**config.mk**
```make
export PLATFORM = sky130hd
export DESIGN_NAME = complete
export DESIGN_NICKNAME = d
export VERILOG_FILES = /design/src/rtl/complete.sv
export SDC_FILE = /design/constraint.sdc
export NUM_CORES = 1
export LEC_CHECK = 0
export CORE_MARGIN = 1.5
export CORE_UTILIZATION = 55
export CTS_BUF_LIST = sky130_fd_sc_hd__clkbuf_8
export DETAILED_ROUTE_END_ITERATION = 8
export GPL_TIMING_DRIVEN = 0
export HOLD_SLACK_MARGIN = 0.15
export PLACE_DENSITY = 0.76
export REMOVE_ABC_BUFFERS = 1
export SYNTH_ARGS = -nofsm -noshare
export SYNTH_HDL_FRONTEND = slang
export SYNTH_SLANG_ARGS = --single-unit
```
**constraint.sdc**
```tcl
create_clock -name clk -period 2.5 [get_ports clk]
set_input_delay 0.75 -clock clk [delete_from_list [all_inputs] [get_ports clk]]
set_output_delay 0.75 -clock clk [all_outputs]
set_load 0.05 [all_outputs]
```
**src/rtl/complete.sv**
```systemverilog
`timescale 1ns / 1ps
// complete: session-layer test top. Two call endpoints (ONE, TWO) turn 4-bit user commands
// into call-state transitions and talk over an internal fixed-latency two-way message link.
// Endpoint 0 is ONE, endpoint 1 is TWO; link_q[e] carries the messages sent by endpoint e.

module complete #(
    parameter int unsigned LINK_LATENCY = 2,
    parameter int unsigned RING_TIMEOUT = 256
) (
    input  logic       clk,
    input  logic       reset,
    input  logic [3:0] oneInp,
    input  logic [3:0] twoInp,
    output logic [3:0] onecurrent_state,
    output logic [3:0] twocurrent_state
);

    typedef enum logic [3:0] {
        StIdle      = 4'd0,
        StDialing   = 4'd1,
        StRingback  = 4'd2,
        StRinging   = 4'd3,
        StConnected = 4'd4,
        StBusy      = 4'd5
    } call_state_e;

    typedef enum logic [2:0] {
        MsgNone    = 3'd0,
        MsgInvite  = 3'd1,
        MsgRinging = 3'd2,
        MsgAccept  = 3'd3,
        MsgBye     = 3'd4,
        MsgDecline = 3'd5
    } msg_e;

    localparam logic [3:0] CmdDial   = 4'd1;
    localparam logic [3:0] CmdHangup = 4'd2;
    localparam logic [3:0] CmdAnswer = 4'd5;
    localparam logic [3:0] CmdReject = 4'd6;

    // Timer counts edges spent in DIALING/RINGBACK; it never exceeds RING_TIMEOUT-1.
    localparam int unsigned       TimerW    = $clog2(RING_TIMEOUT + 1);
    localparam logic [TimerW-1:0] TimerLast = TimerW'(RING_TIMEOUT - 1);

    // Registered state, with power-up values matching reset.
    call_state_e       state_q [2] = '{default: StIdle};
    logic [3:0]        prev_q  [2] = '{default: 4'd0};
    logic [TimerW-1:0] timer_q [2] = '{default: '0};
    // Per-direction message pipeline; stage LINK_LATENCY-1 is what the peer consumes.
    logic [1:0][LINK_LATENCY-1:0][2:0] link_q = '0;

    // Per-endpoint decode of the current cycle.
    logic [3:0] cmd_in    [2];
    logic [3:0] cmd       [2];
    logic       in_dr     [2];
    logic       timeout   [2];
    logic       hangup    [2];
    msg_e       rx        [2];
    msg_e       reply     [2];
    msg_e       local_msg [2];
    msg_e       send      [2];

    assign cmd_in[0] = oneInp;
    assign cmd_in[1] = twoInp;

    assign onecurrent_state = state_q[0];
    assign twocurrent_state = state_q[1];

    // Decode commands, arriving messages, timeouts and the one message each endpoint sends.
    always_comb begin
        cmd       = '{default: 4'd0};
        in_dr     = '{default: 1'b0};
        timeout   = '{default: 1'b0};
        hangup    = '{default: 1'b0};
        rx        = '{default: MsgNone};
        reply     = '{default: MsgNone};
        local_msg = '{default: MsgNone};
        send      = '{default: MsgNone};
        for (int e = 0; e < 2; e++) begin
            rx[e] = msg_e'(link_q[1-e][LINK_LATENCY-1]);

            // A held level acts once: only a nonzero change of the sampled code is a command.
            if (cmd_in[e] != 4'd0 && cmd_in[e] != prev_q[e]) begin
                cmd[e] = cmd_in[e];
            end

            in_dr[e]   = (state_q[e] == StDialing) || (state_q[e] == StRingback);
            timeout[e] = in_dr[e] && (timer_q[e] == TimerLast);
            // Timeout behaves exactly like a local hangup and outranks everything else.
            hangup[e]  = timeout[e] || (cmd[e] == CmdHangup && state_q[e] != StIdle);

            if (rx[e] == MsgInvite) begin
                reply[e] = (state_q[e] == StIdle) ? MsgRinging : MsgDecline;
            end

            if (hangup[e]) begin
                if (state_q[e] != StBusy) begin
                    local_msg[e] = MsgBye;
                end
            end else if (rx[e] == MsgNone) begin
                // Any arriving message discards a non-hangup command this cycle.
                case (cmd[e])
                    CmdDial: begin
                        if (state_q[e] == StIdle) local_msg[e] = MsgInvite;
                    end
                    CmdAnswer: begin
                        if (state_q[e] == StRinging) local_msg[e] = MsgAccept;
                    end
                    CmdReject: begin
                        if (state_q[e] == StRinging) local_msg[e] = MsgDecline;
                    end
                    default: ;
                endcase
            end

            // Only a local BYE can coincide with a reply; the BYE wins.
            send[e] = (local_msg[e] != MsgNone) ? local_msg[e] : reply[e];
        end
    end

    // Call-state FSM per endpoint, plus command edge detect and ring timer.
    always_ff @(posedge clk or posedge reset) begin
        if (reset) begin
            for (int e = 0; e < 2; e++) begin
                state_q[e] <= StIdle;
                prev_q[e]  <= 4'd0;
                timer_q[e] <= '0;
            end
        end else begin
            for (int e = 0; e < 2; e++) begin
                prev_q[e]  <= cmd_in[e];
                timer_q[e] <= (in_dr[e] && !timeout[e]) ? timer_q[e] + TimerW'(1) : '0;

                if (hangup[e]) begin
                    state_q[e] <= StIdle;
                end else if (rx[e] != MsgNone) begin
                    case (rx[e])
                        MsgInvite: begin
                            if (state_q[e] == StIdle) state_q[e] <= StRinging;
                        end
                        MsgRinging: begin
                            if (state_q[e] == StDialing) state_q[e] <= StRingback;
                        end
                        MsgAccept: begin
                            if (in_dr[e]) state_q[e] <= StConnected;
                        end
                        MsgDecline: begin
                            if (in_dr[e]) state_q[e] <= StBusy;
                        end
                        MsgBye: begin
                            if (in_dr[e] || state_q[e] == StRinging ||
                                state_q[e] == StConnected) begin
                                state_q[e] <= StIdle;
                            end
                        end
                        default: ;
                    endcase
                end else begin
                    case (cmd[e])
                        CmdDial: begin
                            if (state_q[e] == StIdle) state_q[e] <= StDialing;
                        end
                        CmdAnswer: begin
                            if (state_q[e] == StRinging) state_q[e] <= StConnected;
                        end
                        CmdReject: begin
                            if (state_q[e] == StRinging) state_q[e] <= StIdle;
                        end
                        default: ;
                    endcase
                end
            end
        end
    end

    // Shift each direction's message pipeline; reset flushes anything in flight.
    always_ff @(posedge clk or posedge reset) begin
        if (reset) begin
            link_q <= '0;
        end else begin
            for (int e = 0; e < 2; e++) begin
                link_q[e][0] <= send[e];
                for (int s = 1; s < int'(LINK_LATENCY); s++) begin
                    link_q[e][s] <= link_q[e][s-1];
                end
            end
        end
    end

endmodule

```
# [Word level (Yosys, flattened, before mapping)]
# Index checks and enable logic that the tools add are counted.
[totals] in_bits=10 reg_bits=46 output_inout_bits=8 word_cells=144
[op_classes] n_reduce_logical=34 n_mux=48 eq_ne=50 add_sub_neg=2
[op_table] cell="2-to-1 mux 4 bit" n=22
[op_table] cell="!= test 4 bit (second input constant)" n=15
[op_table] cell="2-to-1 mux 3 bit" n=14
[op_table] cell="one-hot mux 4 bit (5 select lines)" n=2
[op_table] cell="== test 4 x 2 -> 1 bit (second input constant)" n=6
[op_table] cell="== test 4 x 3 -> 1 bit (second input constant)" n=6
[op_table] cell="one-hot mux 4 bit (3 select lines)" n=2
[op_table] cell="AND reduction 10 bit" n=2
[op_table] cell="adder 9 x 1 -> 9 bit (second input constant)" n=2
[op_table] cell="== test 9 x 8 -> 1 bit (second input constant)" n=2
[op_table] cell="2-to-1 mux 9 bit" n=2
[op_table] cell="one-hot mux 3 bit (3 select lines)" n=2
[op_table] cell="== test 4 x 1 -> 1 bit (second input constant)" n=4
[op_table] cell="nonzero test 4 bit" n=4
[op_table] cell="!= test 7 x 3 -> 1 bit (second input constant)" n=2
[op_table] cell="== test 3 x 2 -> 1 bit (second input constant)" n=4
[op_table] cell="== test 3 bit (second input constant)" n=4
[op_table] cell="!= test 4 x 3 -> 1 bit (second input constant)" n=3
[op_table] cell="nonzero test 3 bit" n=4
[op_table] cell="nonzero test 5 bit" n=2
[op_table] cell="logical AND 1 bit" n=8
[op_table] cell="logical NOT 4 bit" n=2
[op_table] cell="logical OR 1 bit" n=8
[op_table] cell="!= test 4 bit" n=2
[op_table] cell="5 further kinds" n=10

# [Logic depth before layout (Yosys ltp)]
# Gate-level depths: netlist of the first run.
[depth] ltp_word=9 mapped_depth=9

# [Least setup slack after synthesis of the first run]
# OpenSTA, ideal clock, no wires.
[synth_path] path_type="input-to-reg" from="input port oneInp[1]" to="register state_q (netlist bit onecurrent_state[2])" arrival_ns=2.106 t_required_ns=2.365 path_slack_ns=0.259 cell_stages=6 path_buffers=0 setup_ns=0.135 cell_sequence="nand2b_1 > or4_4 > a2111oi_4 > o22ai_2 > a211oi_1 > nor3_1"
[synth_between] elab_chain_cells=8
[synth_lines] item="start: declaration" line="12" source="input logic [3:0] oneInp,"
[synth_lines] item="!= test 4 bit or nonzero test 4 bit (tied branches)" line="83" source="if (cmd_in[e] != 4'd0 && cmd_in[e] != prev_q[e]) begin"
[synth_lines] item="logical AND 1 bit" line="83"
[synth_lines] item="2-to-1 mux 4 bit (*)" line="83"
[synth_lines] item="== test 4 x 2 -> 1 bit" line="90" source="hangup[e] = timeout[e] || (cmd[e] == CmdHangup && state_q[e] != StIdle);"
[synth_lines] item="logical AND 1 bit" line="90"
[synth_lines] item="logical OR 1 bit" line="90"
[synth_lines] item="!= test 7 x 3 -> 1 bit (no line), or another cell as far along"
[synth_lines] item="AND reduction 10 bit (no line)"
[synth_lines] item="end signal: indexed assignment" line="125" source="state_q[e] <= StIdle;"
[synth_lines] item="end signal: indexed assignment" line="135" source="state_q[e] <= StIdle;"
[synth_lines] item="end signal: indexed assignment" line="145" source="if (in_dr[e]) state_q[e] <= StConnected;"
[synth_lines] item="end: declaration" line="46" source="call_state_e state_q [2] = '{default: StIdle};"
# Mark *: on every way between the ends. The rest lies on a longest branch, timed or not.
# A chain may end at the register's enable or synchronous reset.

# [Worst setup path after layout of the first run]
[layout_path] from="register state_q (netlist bit twocurrent_state[2])" to="output port twocurrent_state[2]"
[layout_lines] item="end: declaration" line="15" source="output logic [3:0] twocurrent_state"
# No word-level cell between the ends.

==> results.md, run 1 <==
* Hpwl dp at 2630 um
* Max-cap violations at 0
* Compound-Gate Fraction of Synth Area at 10.4%
* Clk slew on worst S/H paths at 0.08 ns
* Yosys Warn Count at 0
* Worst clock skew at 0.00439 ns
* Synth Area in Adders at 2.17%
* Synth cell types at 52
* CP Cell Sequence: clkdlybuf4s50_1
* Startpoint Class: register
* Power per Cell Area at 1090 nW/um^2
* Die Y at 67.7 um
* Xor and xnor area share after synthesis at 9.51%
* CTS tree: yes
* Input/output buffers at 15
* R2r setup slk at 0.33 ns
* Cell Area, Synth at 2300 um^2
* Outcome: finished clean
* I/O Pins at 18
* P&R area growth vs syn at 11.9%
* Hold Vio Cnt, Final at 0
* Ys flop type: dfrtp_1
* Mux cell area share after synthesis at 2.17%
* Vias per inst at 5.56
* Synth Register Bits at 44
* Iter 0 DRT Violations at 161
* Die Wd at 67.7 um
* Routed wire length at 3910 um
* Synth top cells by count: dfrtp_1 (44), nor2_1 (32), nand2_1 (14), xnor2_1 (14), xor2_1 (11)
* RSZ-0062 raised after global routing: false
* Initial antenna violation count at 0
* Via count at 1618
* Number of clock sinks at 44
* Layout cells sized above 1 at 7.88%
* Gpl congestion at 0.827
* Peak VDD IR at 0.403 mV
* Finished Layout Cells at 291
* Worst path required time at 1.75 ns
* Pwr Total at 2800 uW
* Antenna Violating Nets Remaining at 0
* Leak pwr at 0.00114 uW
* Max Transition Viols Final at 0
* Async set-reset flop share out of synthesis at 100%
* Fmax at 415 MHz
* Area contributors post-synth: dfrtp_1 (48%), xnor2_1 (5.3%), nor2_1 (5.2%), xor2_1 (4.2%), nand2_1 (2.3%)
* First-pass GRT wire length at 6850 um
* Dominant cell type by area after synthesis: dfrtp_1
* Worst min path class: register to register
* Final #Nets at 255
* Die Area at 4590 um^2
* Post-layout util at 64.5%
* Vias in the first global route at 1569
* Worst slew margin at 41.3%
* Critical path type: register to primary output
* Register area share after synthesis at 47.8%
* Total grt overflow at 0
* CP max-delay cell: clkdlybuf4s50_1
* CP bufs+invs at 1
* Crit-path max FO at 10
* Delay-heaviest family, CP: buffers and inverters
* Area fraction of the dominant cell type after synthesis at 47.8%
* Tcrit/Tclk final at 96.4%
* Num CTS Buffers at 5
* CORE AREA at 4000 um^2
* Number of diodes at 0
* Largest family of logic cells by synthesized area: simple AND/OR/NAND/NOR gates
* Root buffer cell: clkbuf_8
* Initial Util at 57.6%
* Num rows at 23
* Post-Syn Area per Cell at 10.0 um^2
* Simple-gate share of the synthesized area at 23.2%
* GRT Util Overall at 20.5%
* Post-Syn Instances at 230
* Number of synthesized flops with an enable pin at 0
* Most frequent cell after synthesis: dfrtp_1
* Max H-tree Level at 2
* Crit path DAT at 1.66 ns
* WL per Instance at 13.4 um
* Crit path capture type: primary output
* Drt first pass iters at 4
* Remaining DRCs at 0
* Placed Cells incl. Taps at 282
* Fin crit period at 2.41 ns
* Worst-margin pin slew at 0.879 ns
* CP peak stage delay at 0.86 ns
* Largest net degree at the start of global routing at 45
* Setup-failing EPs final at 0
* Max Root-Sink Buffers at 2
* Clk_lat worst skew at 0.30 ns
## logic make-up after synthesis
kind of cell    after synthesis
simple gates                 99
other cells                   1
buf+inv                      23
flops                        44
compound gates               29
xor+xnor                     25
mux                           5
fa+ha+maj                     4
## metrics by stage
stage | hold WS, ns | setup TNS, ns | worst slack, ns | instance area, um^2
2_1_floorplan | 0.331 | 0 | 0.256 | 2240
3_3_place_gp | 0.332 | -8.02 | -0.397 | 2450
3_5_place_dp | 0.337 | -2.64 | -0.430 | 2450
4_1_cts | 0.352 | -0.0177 | -0.0177 | 2550
5_1_grt | 0.357 | 0 | 0.000353 | 2580
6_report | 0.349 | 0 | 0.0900 | 2580
## cell type report
| class | count | area, um^2 |
|---|---|---|
| fill | 329 | 1420 |
| multi-input combinational | 164 | 1110 |
| sequential | 44 | 1100 |
| timing repair buffer | 17 | 170 |
| clock buffer | 7 | 96.3 |
| tap | 50 | 62.6 |
| inverter | 9 | 33.8 |
## power by group
part | switching (uW) | total [uW] | leakage (uW) | internal [uW]
registers | 267 | 1140 | 0.000580 | 872
logic | 682 | 1190 | 0.000510 | 504
clock network | 228 | 474 | 0.0000503 | 246
total | 1180 | 2800 | 0.00114 | 1620
## worst paths after layout
check | start | endpoint | cells after the start
worst min register to register | link_q[1] | link_q[4] | 0
worst max register to register | onecurrent_state[1] | onecurrent_state[2] | 5
worst max-delay path | twocurrent_state[2] | twocurrent_state[2] | 1
worst min-delay path | link_q[1] | link_q[4] | 0
min in group asynchronous | reset | timer_q[0] | 2
max in group asynchronous | reset | onecurrent_state[2] | 2
## flip-flops by register name, summed over array words and instances (netlist names)
register and cells:
onecurrent_state 3, timer_q 18, link_q 12, prev_q 8, twocurrent_state 3
## repair_timing
item / CTS / global route
resized for setup: 4 / 6
endpoints found under the setup margin: 7 / 9
buffers inserted: 1 / 1
pin swaps: 1 / 2
hold buffers: 0 / 0
## cell usage in the layout, fill, tap and decap left out, drive strengths merged, types with 3 or more instances in the layout
cell,count
dfrtp,44
nor2,32
xnor2,14
nand2,14
xor2,11
inv,9
nand2b,7
nor3,7
clkbuf,7
clkdlybuf4s50,7
nor2b,6
nand3,6
or3,5
mux2i,5
a211oi,4
nand3b,4
ha,4
dlymetal6s2s,4
dlygate4sd2,4
o21ai,4
or4,3
## per-layer routing
metal | vias up | GRT usage, % | share of wire [%]
met5 | - | 0 | 0
met4 | 0 | 8.16 | 1.9
met3 | 9 | 7.00 | 4.8
met2 | 37 | 31.5 | 46
met1 | 762 | 26.4 | 47
li1 | 810 | - | -
No activity file was read; power rests on OpenSTA's default activity.
==> run 2: changes to the inputs <==
--- a/config.mk
+++ b/config.mk
@@ -7,12 +7,13 @@
 export LEC_CHECK = 0
 export CORE_MARGIN = 1.5
 export CORE_UTILIZATION = 55
-export CTS_BUF_LIST = sky130_fd_sc_hd__clkbuf_8
 export DETAILED_ROUTE_END_ITERATION = 8
 export GPL_TIMING_DRIVEN = 0
 export HOLD_SLACK_MARGIN = 0.15
+export MAX_ROUTING_LAYER = met4
 export PLACE_DENSITY = 0.76
 export REMOVE_ABC_BUFFERS = 1
+export SETUP_SLACK_MARGIN = 0.02
 export SYNTH_ARGS = -nofsm -noshare
 export SYNTH_HDL_FRONTEND = slang
 export SYNTH_SLANG_ARGS = --single-unit
==> run 2 against run 1 <==
Clock skew rose by 0.0020 ns. Via count rose by 2.3%. Setup slack improved by 0.12 ns.
==> results.md, run 2 (synthesized netlist as in run 1, its figures left out) <==
* Setup-failing EPs final at 0
* Die Wd at 67.7 um
* Critical path type: input pin to register
* Layout cells sized above 1 at 8.30%
* Worst path required time at 2.68 ns
* Drt first pass iters at 4
* Vias in the first global route at 1572
* Routed wire length at 4000 um
* Design area at 2590 um^2
* Most common cell after layout, fill and taps aside: dfrtp_1
* Worst slew margin at 41.1%
* Max H-tree Level at 2
* WL per Instance at 13.7 um
* Input/output buffers at 15
* Fmax at 437 MHz
* Final #Nets at 255
* Worst-margin pin slew at 0.882 ns
* Fin crit period at 2.29 ns
* Worst hold margin at 0.349 ns
* P&R area growth vs syn at 12.3%
* Num CTS Buffers at 5
* Largest net degree at the start of global routing at 45
* Leak pwr at 0.00116 uW
* Remaining DRCs at 0
* Max Transition Viols Final at 0
* DR WL met3 at 175 um
* R2r setup slk at 0.34 ns
* Highest routed metal layer: met4
* Worst clock skew at 0.00639 ns
* Largest Register: timer_q
* Max Root-Sink Buffers at 2
* I/O Pins at 18
* Number of diodes at 0
* Fill cells at 328
* Top flop regs: timer_q x18, link_q x12, prev_q x8
* Met1 WL at 1800 um
* Number of clock sinks at 44
* Die Y at 67.7 um
* Worst min path class: register to register
* Iter 0 DRT Violations at 191
* Die Area at 4590 um^2
* Crit path capture type: register
* Initial Util at 57.6%
* Largest register FFs at 18
* Most frequent cells in the layout: dfrtp_1 (44), nor2_1 (32), xnor2_1 (14), nand2_1 (14), xor2_1 (11)
* Vias per inst at 5.69
* Via count at 1655
* First-pass GRT wire length at 6940 um
* Root buffer cell: clkbuf_8
* Place WS at -0.430 ns
* GRT Util Overall at 21.3%
* Peak VDD IR at 0.408 mV
* Clk slew on worst S/H paths at 0.07 ns
* Pwr Total at 2820 uW
* Placement Cell Area at 2450 um^2
* Initial antenna violation count at 0
* Power per Cell Area at 1090 nW/um^2
* Tcrit/Tclk final at 91.4%
* Met2 WL at 1940 um
* Max-cap violations at 0
* RSZ-0062 raised after global routing: false
* CTS tree: yes
* Hold Vio Cnt, Final at 0
* Gpl congestion at 0.839
* Final WS setup at 0.214 ns
* Register area at 1100 um^2
* Num rows at 23
* Clk_lat worst skew at 0.30 ns
* Hpwl dp at 2630 um
* Total grt overflow at 0
* Outcome: finished clean
* Crit path DAT at 2.47 ns
* Post-layout util at 64.7%
* Crit-path max FO at 7
* Antenna Violating Nets Remaining at 0
* CORE AREA at 4000 um^2
* Footprint of the multi-input gates at 1120 um^2
* Startpoint Class: input pin
[run 2: changes by cell type in the layout (fill, tap and decap cells not counted)]
| cell | previous run | this run |
|---|---|---|
| o2bb2ai_1 | 2 | 1 |
| dlymetal6s2s_1 | 4 | 5 |
| clkdlybuf4s50_1 | 7 | 6 |
| o2bb2ai_2 | 0 | 1 |
[run 2: worst paths after layout]
| path | startpoint | to | cells after the start |
|---|---|---|---|
| setup / recovery | twoInp[2] | twocurrent_state[0] | 7 |
| hold / removal | link_q[1] | link_q[4] | 0 |
| setup reg to reg | onecurrent_state[1] | onecurrent_state[2] | 5 |
| hold reg to reg | link_q[1] | link_q[4] | 0 |
| max in group asynchronous | reset | onecurrent_state[2] | 2 |
| min in group asynchronous | reset | timer_q[0] | 2 |
[run 2: area by class of cell]
cell class / instances / area share (%)
well taps: 50 / 2.42
flip-flops and latches: 44 / 42.6
clock buffers: 7 / 3.72
repair buffers: 17 / 6.67
multi-input cells: 164 / 43.3
inverters: 9 / 1.31
[run 2: stage by stage]
stage / setup TNS [ns] / cells
floorplan: 0 / 217
detailed placement: -2.64 / 282
global route: 0 / 291
finish: 0 / 291
CTS: -0.00895 / 290
global placement: -8.02 / 282
[run 2: metal layers]
layer	vias up	track usage [%]
li1	814	-
met3	9	5.50
met5	-	-
met1	789	26.7
met4	0	9.69
met2	43	32.4
[run 2: repair_timing]
action / in CTS / in global routing
pin swaps: 1 / 2
gates resized for setup: 5 / 7
setup buffers: 1 / 1
hold buffers: 0 / 0
setup endpoints to repair: 8 / 9
[run 2: power by group]
group          internal [uW]  switching, uW
registers                871            271
clock network            246            232
logic                    504            696
total                   1620           1200
[run 2: critical path, stage by stage]
cell and delay [ns]:
clkdlybuf4s50_1 0.59, xnor2_1 0.13, a41oi_2 0.26, nand3b_1 0.17, a2bb2oi_2 0.28, mux2i_1 0.22, nor2_1 0.05
